===== src/rtl/y86_trace_fifo.sv =====
// y86_trace_fifo: per-instruction execution trace unit for the y86 sequential core.
// Snoops the core memory bus and assembles one record per retired instruction
// (fetch address, instruction word, optional data access), buffers records in a
// show-ahead FIFO and drains them over a valid/ready debug port. Observe-only.
//
// Ports:
//   clk, rst_n        core clock, asynchronous active-low reset
//   enable            allows new records to open at a fetch
//   ifetch            qualifies bus_RE as an instruction fetch
//   flush             one-cycle pulse closing the open record
//   bus_A/in/out      core bus address, read data, write data
//   bus_RE, bus_WE    core read / write strobes
//   trace_valid/ready/data  debug drain port, data = {kind, pc, instr, maddr, mdata}
//   level             FIFO occupancy
//   drop_cnt          saturating count of records lost to overflow
module y86_trace_fifo #(
  parameter int unsigned DEPTH = 16,
  parameter int unsigned CW    = 16,
  localparam int unsigned AW   = $clog2(DEPTH),
  localparam int unsigned LW   = AW + 1
) (
  input  logic          clk,
  input  logic          rst_n,
  input  logic          enable,
  input  logic          ifetch,
  input  logic          flush,
  input  logic [31:0]   bus_A,
  input  logic [31:0]   bus_in,
  input  logic [31:0]   bus_out,
  input  logic          bus_RE,
  input  logic          bus_WE,
  output logic          trace_valid,
  input  logic          trace_ready,
  output logic [129:0]  trace_data,
  output logic [LW-1:0] level,
  output logic [CW-1:0] drop_cnt
);

  localparam logic [1:0] KindNone  = 2'd0;
  localparam logic [1:0] KindLoad  = 2'd1;
  localparam logic [1:0] KindStore = 2'd2;

  // Record register
  logic        rec_open_q, rec_open_d;
  logic [1:0]  rec_kind_q, rec_kind_d;
  logic [31:0] rec_pc_q, rec_pc_d;
  logic [31:0] rec_instr_q, rec_instr_d;
  logic [31:0] rec_maddr_q, rec_maddr_d;
  logic [31:0] rec_mdata_q, rec_mdata_d;

  logic         fetch;
  logic         push_req;
  logic [129:0] push_rec;

  // FIFO state
  logic [129:0]  mem_q [DEPTH];
  logic [AW-1:0] wr_ptr_q, rd_ptr_q;
  logic [LW-1:0] level_q, level_d;
  logic [CW-1:0] drop_cnt_q;
  logic          full, push, pop, drop;

  assign fetch    = bus_RE && ifetch;
  assign push_rec = {rec_kind_q, rec_pc_q, rec_instr_q, rec_maddr_q, rec_mdata_q};

  // Fetch outranks flush; data accesses only land in an open record and only
  // when the cycle neither fetches nor flushes. A store outranks a load.
  always_comb begin
    rec_open_d  = rec_open_q;
    rec_kind_d  = rec_kind_q;
    rec_pc_d    = rec_pc_q;
    rec_instr_d = rec_instr_q;
    rec_maddr_d = rec_maddr_q;
    rec_mdata_d = rec_mdata_q;
    push_req    = 1'b0;
    if (fetch) begin
      push_req   = rec_open_q;
      rec_open_d = enable;
      if (enable) begin
        rec_kind_d  = KindNone;
        rec_pc_d    = bus_A;
        rec_instr_d = bus_in;
        rec_maddr_d = '0;
        rec_mdata_d = '0;
      end
    end else if (flush) begin
      push_req   = rec_open_q;
      rec_open_d = 1'b0;
    end else if (rec_open_q) begin
      if (bus_WE) begin
        rec_kind_d  = KindStore;
        rec_maddr_d = bus_A;
        rec_mdata_d = bus_out;
      end else if (bus_RE) begin
        rec_kind_d  = KindLoad;
        rec_maddr_d = bus_A;
        rec_mdata_d = bus_in;
      end
    end
  end

  always_ff @(posedge clk or negedge rst_n) begin
    if (!rst_n) begin
      rec_open_q  <= 1'b0;
      rec_kind_q  <= KindNone;
      rec_pc_q    <= '0;
      rec_instr_q <= '0;
      rec_maddr_q <= '0;
      rec_mdata_q <= '0;
    end else begin
      rec_open_q  <= rec_open_d;
      rec_kind_q  <= rec_kind_d;
      rec_pc_q    <= rec_pc_d;
      rec_instr_q <= rec_instr_d;
      rec_maddr_q <= rec_maddr_d;
      rec_mdata_q <= rec_mdata_d;
    end
  end

  // Push/pop arbitration: a full FIFO still accepts a push if the head leaves
  // on the same edge.
  assign trace_valid = (level_q != '0);
  assign pop         = trace_valid && trace_ready;
  assign full        = (level_q == LW'(DEPTH));
  assign push        = push_req && (!full || pop);
  assign drop        = push_req && full && !pop;

  always_comb begin
    level_d = level_q;
    unique case ({push, pop})
      2'b10:   level_d = level_q + LW'(1);
      2'b01:   level_d = level_q - LW'(1);
      default: level_d = level_q;
    endcase
  end

  always_ff @(posedge clk or negedge rst_n) begin
    if (!rst_n) begin
      wr_ptr_q   <= '0;
      rd_ptr_q   <= '0;
      level_q    <= '0;
      drop_cnt_q <= '0;
    end else begin
      level_q <= level_d;
      if (push) wr_ptr_q <= wr_ptr_q + AW'(1);
      if (pop)  rd_ptr_q <= rd_ptr_q + AW'(1);
      if (drop && (drop_cnt_q != {CW{1'b1}})) drop_cnt_q <= drop_cnt_q + CW'(1);
    end
  end

  // Storage carries no reset; validity is tracked by level_q alone.
  always_ff @(posedge clk) begin
    if (push) mem_q[wr_ptr_q] <= push_rec;
  end

  assign trace_data = mem_q[rd_ptr_q];
  assign level      = level_q;
  assign drop_cnt   = drop_cnt_q;

endmodule


===== config.mk =====
export PLATFORM = sky130hd
export DESIGN_NAME = y86_trace_fifo
export DESIGN_NICKNAME = d
export VERILOG_FILES = /design/src/rtl/y86_trace_fifo.sv
export SDC_FILE = /design/constraint.sdc
export NUM_CORES = 2
export LEC_CHECK = 0
export BUFFER_PORTS_ARGS = -buffer_cell sky130_fd_sc_hd__buf_2
export CORE_MARGIN = 2
export CORE_UTILIZATION = 62
export DETAILED_ROUTE_END_ITERATION = 8
export GPL_ROUTABILITY_DRIVEN = 0
export HOLD_SLACK_MARGIN = 0.06
export PLACE_DENSITY = 0.9
export SLEW_MARGIN = 20
export SYNTH_ARGS = -nofsm -noshare
export SYNTH_HDL_FRONTEND = slang
export SYNTH_SLANG_ARGS = --single-unit

===== constraint.sdc =====
create_clock -name clk -period 19.7 [get_ports clk]
set_clock_uncertainty 0.15 [all_clocks]
set_input_delay 5.91 -clock clk [delete_from_list [all_inputs] [get_ports clk]]
set_output_delay 5.91 -clock clk [all_outputs]
set_load 0.05 [all_outputs]

==> metrics.txt <==
final max-slew violation count 0; Startpoint Class flop; outcome completed; mux contribution to synthesized area roughly 19%; hold endpoint drop_cnt[14]$_DFFE_PN0P_; Post-Syn Instances 3469; pin count of the biggest net entering global routing between 150 and 200; r2r endpoint mem_q[7][12]$_DFFE_PP_; IO Count approximately 260; HP Class flop to flop; Post-Synthesis Net Count 3581; CP max FO 175; Vias/cell just over 7; VDD IR max about 150 µV; Slew HR 22.72%; pwr/cell area 148.4 nW/µm²; critical path class flop to output port; Synth Area in Adders 0.1183%; max-cap viol count 0; number of global-route vias before repair around 44000; Synth Flop Type edfxtp_1; Post-Route WL 226200 µm; die area 139400 µm²; Synth area leaders edfxtp_1, mux4_2, dfrtp_1; Total GRT Usage around a third; hold path startpoint drop_cnt[14]$_DFFE_PN0P_; CTS tree yes; antenna violations before repair 19; core area 135500 µm²; H-tree Lvls 4; die span in y between 300 and 400 µm; worst-skew pair later-pin latency approximately 0.83 ns; Wirelength per Cell 39.05 µm; Buf/Inv on CP 3; post-synth cell types between 40 and 50; RSZ-0062 raised after global routing no; CP endpoint kind output port; number of synthesized flops with an enable pin 2080; DR pass1 iterations 8; max incr delay on CP 1.09 ns; Async S/R FF share, synth 7.143%; DR DRC count 0; period utilization 57.42%; Post-DP HPWL 110300 µm; Synth top area share 73.84%; Post-Syn Area 84590 µm²; Post-synth top cells edfxtp_1, mux4_2, dfrtp_1; #FFs+latches synth approximately 2200; root buffer cell clkbuf_16; Final Non-Filler Cells 5791; I/O Buffers about 260; setup TNS 0 ns; Detailed Route Iter0 Violations around 7500; Post-Synth XOR/XNOR Area 0.2588%; Max clock buf depth 3; Initial Util 62.44%; Fmax 0.08841 GHz; CP Cell Sequence buf_4 -> buf_12 -> mux4_2 -> mux4_2 -> buf_2; vias 41530; Area Overhead vs Synth 12.20%; post-cts resize count 0; # clock sinks 2240; # setup viols final 0; hold buffers post-CTS 0; Critical Path AT 5.25 ns; launching point of the worst reg2reg path level[1]$_DFFE_PN0P_; Post-CTS Setup Bufs 0; Pleak 30.98 nW; Filler cells 7299; Reg clk slew, reported paths 0.06 ns; Fin. Hold Viols 0; Reg2Reg Depth 8; post-synthesis compound-gate area fraction 0.3727%; largest family of logic cells by synthesized area multiplexers; die width ~370 µm; Seq/Total Area, Yosys roughly 79%; Final #Nets 3928; row cnt 135; yosys warns 0; delay-heaviest family, CP buffers and inverters; global-route wire length before repair 321100 µm; Tot Pwr 14.08 mW; layout cell share with drive strength beyond 1 roughly 35%; CTS buffer count 205; synthesized-area fraction occupied by and/or/nand/nor cells 1.148%; worst reg2reg setup slack 14.58 ns; CP most frequent cell mux4_2; placed cell count 5389; Hold Path Stages 1; post-synth top area cell edfxtp_1; slowest CP cell dfrtp_4; leftover overflow at the end of global routing 0; Post-DRT Antenna Nets 0; most frequent cell after synthesis edfxtp_1; fin crit period 11.31 ns; Syn Area/Cell 24.38 µm²; pin slew with the least headroom to its limit 1.159 ns; Worst Path Required about 14 ns
## cell families (layout without fill, tap and decap cells)
kind of cell,Yosys count,after routing
xor+xnor,25,25
simple gates,203,203
flops,2240,2240
fa+ha+maj,8,8
mux,750,750
other cells,0,13
compound gates,52,52
buf+inv,191,719
## sequential cells by signal, indices dropped and copies added, names as in the netlist
| register | count |
|---|---|
| mem_q | 2080 |
| rec_instr_q | 32 |
| rec_maddr_q | 32 |
| rec_mdata_q | 32 |
| rec_pc_q | 32 |
| drop_cnt | 16 |
| level | 5 |
| rd_ptr_q | 4 |
| wr_ptr_q | 4 |
| rec_kind_q | 2 |
| rec_open_q | 1 |
## worst max-delay path by stage
stage	startpoint	end	slack [ns]	cells after the start
floorplan	bus_RE	mem_q[1][0]$_DFFE_PP_	0.04	3
global placement	bus_RE	mem_q[7][18]$_DFFE_PP_	9.11	9
detailed placement	bus_RE	mem_q[7][12]$_DFFE_PP_	8.96	9
CTS	rd_ptr_q[0]$_DFFE_PN0P_	trace_data[65]	8.26	5
global route	rd_ptr_q[0]$_DFFE_PN0P_	trace_data[95]	8.32	6
finish	rd_ptr_q[1]$_DFFE_PN0P_	trace_data[20]	8.39	5
## routing by layer
metal  up-vias  global-route usage, %  part of all wire [%]
met5         -                      0                 0.015
met1     21790                  43.10                    33
li1      15520                      -                     -
met4         6                  15.32                   4.9
met2      3561                  53.51                    51
met3       651                  7.153                    11
## cells in the final DEF (no fill, tap or decap), types with 5 or more instances in the layout
| master | netlist | final |
|---|---|---|
| a21oi_1 | 6 | 6 |
| and2_4 | 0 | 8 |
| buf_12 | 0 | 8 |
| buf_2 | 64 | 254 |
| buf_4 | 0 | 56 |
| bufinv_16 | 0 | 22 |
| clkbuf_1 | 105 | 55 |
| clkbuf_16 | 0 | 206 |
| clkbuf_8 | 0 | 15 |
| clkinv_1 | 0 | 22 |
| clkinv_2 | 0 | 42 |
| clkinv_8 | 0 | 5 |
| clkinvlp_4 | 0 | 9 |
| dfrtp_1 | 160 | 156 |
| diode_2 | 0 | 13 |
| edfxtp_1 | 2080 | 2080 |
| ha_1 | 8 | 8 |
| inv_1 | 10 | 10 |
| inv_6 | 0 | 7 |
| mux2_2 | 65 | 65 |
| mux2i_1 | 33 | 32 |
| mux4_2 | 650 | 650 |
| nand2_1 | 81 | 80 |
| nand3_1 | 70 | 70 |
| nand4_1 | 9 | 9 |
| nor2_1 | 10 | 6 |
| nor2_4 | 1 | 5 |
| nor4_2 | 1 | 5 |
| o21ai_0 | 36 | 36 |
| xnor2_1 | 20 | 20 |
| xor2_1 | 5 | 5 |
## power breakdown
| part | total (mW) | switching [mW] | internal, mW | leakage [nW] |
|---|---|---|---|---|
| clock network | 4.08 | 1.79 | 2.28 | 3.32 |
| registers | 5.87 | 0.362 | 5.50 | 21.0 |
| logic | 4.14 | 2.51 | 1.63 | 6.68 |
## area by class of cell
class | count | area (µm²) | area share (%)
Sequential cell | 2240 | 66480 | 70.04
Multi-Input combinational cell | 1038 | 17430 | 18.37
Clock buffer | 276 | 5568 | 5.866
Tap cell | 1781 | 2228 | 2.348
Timing Repair Buffer | 321 | 1906 | 2.008
Clock inverter | 112 | 1230 | 1.296
Inverter | 10 | 37.54 | 0.03955
Antenna cell | 13 | 32.53 | 0.03428
## through the flow
step	util, %	setup slack (ns)	hold slack (ns)	cell area [µm²]
CTS	70.01	8.260	0.3633	94840
floorplan	-	0.03691	0.3655	84590
global route	70.05	8.319	0.3879	94900
global placement	64.99	9.114	0.3447	88050
finish	70.06	8.389	0.3615	94910
detailed placement	64.99	8.956	0.3530	88050
Note: power is estimated with default switching activity, not from simulation.
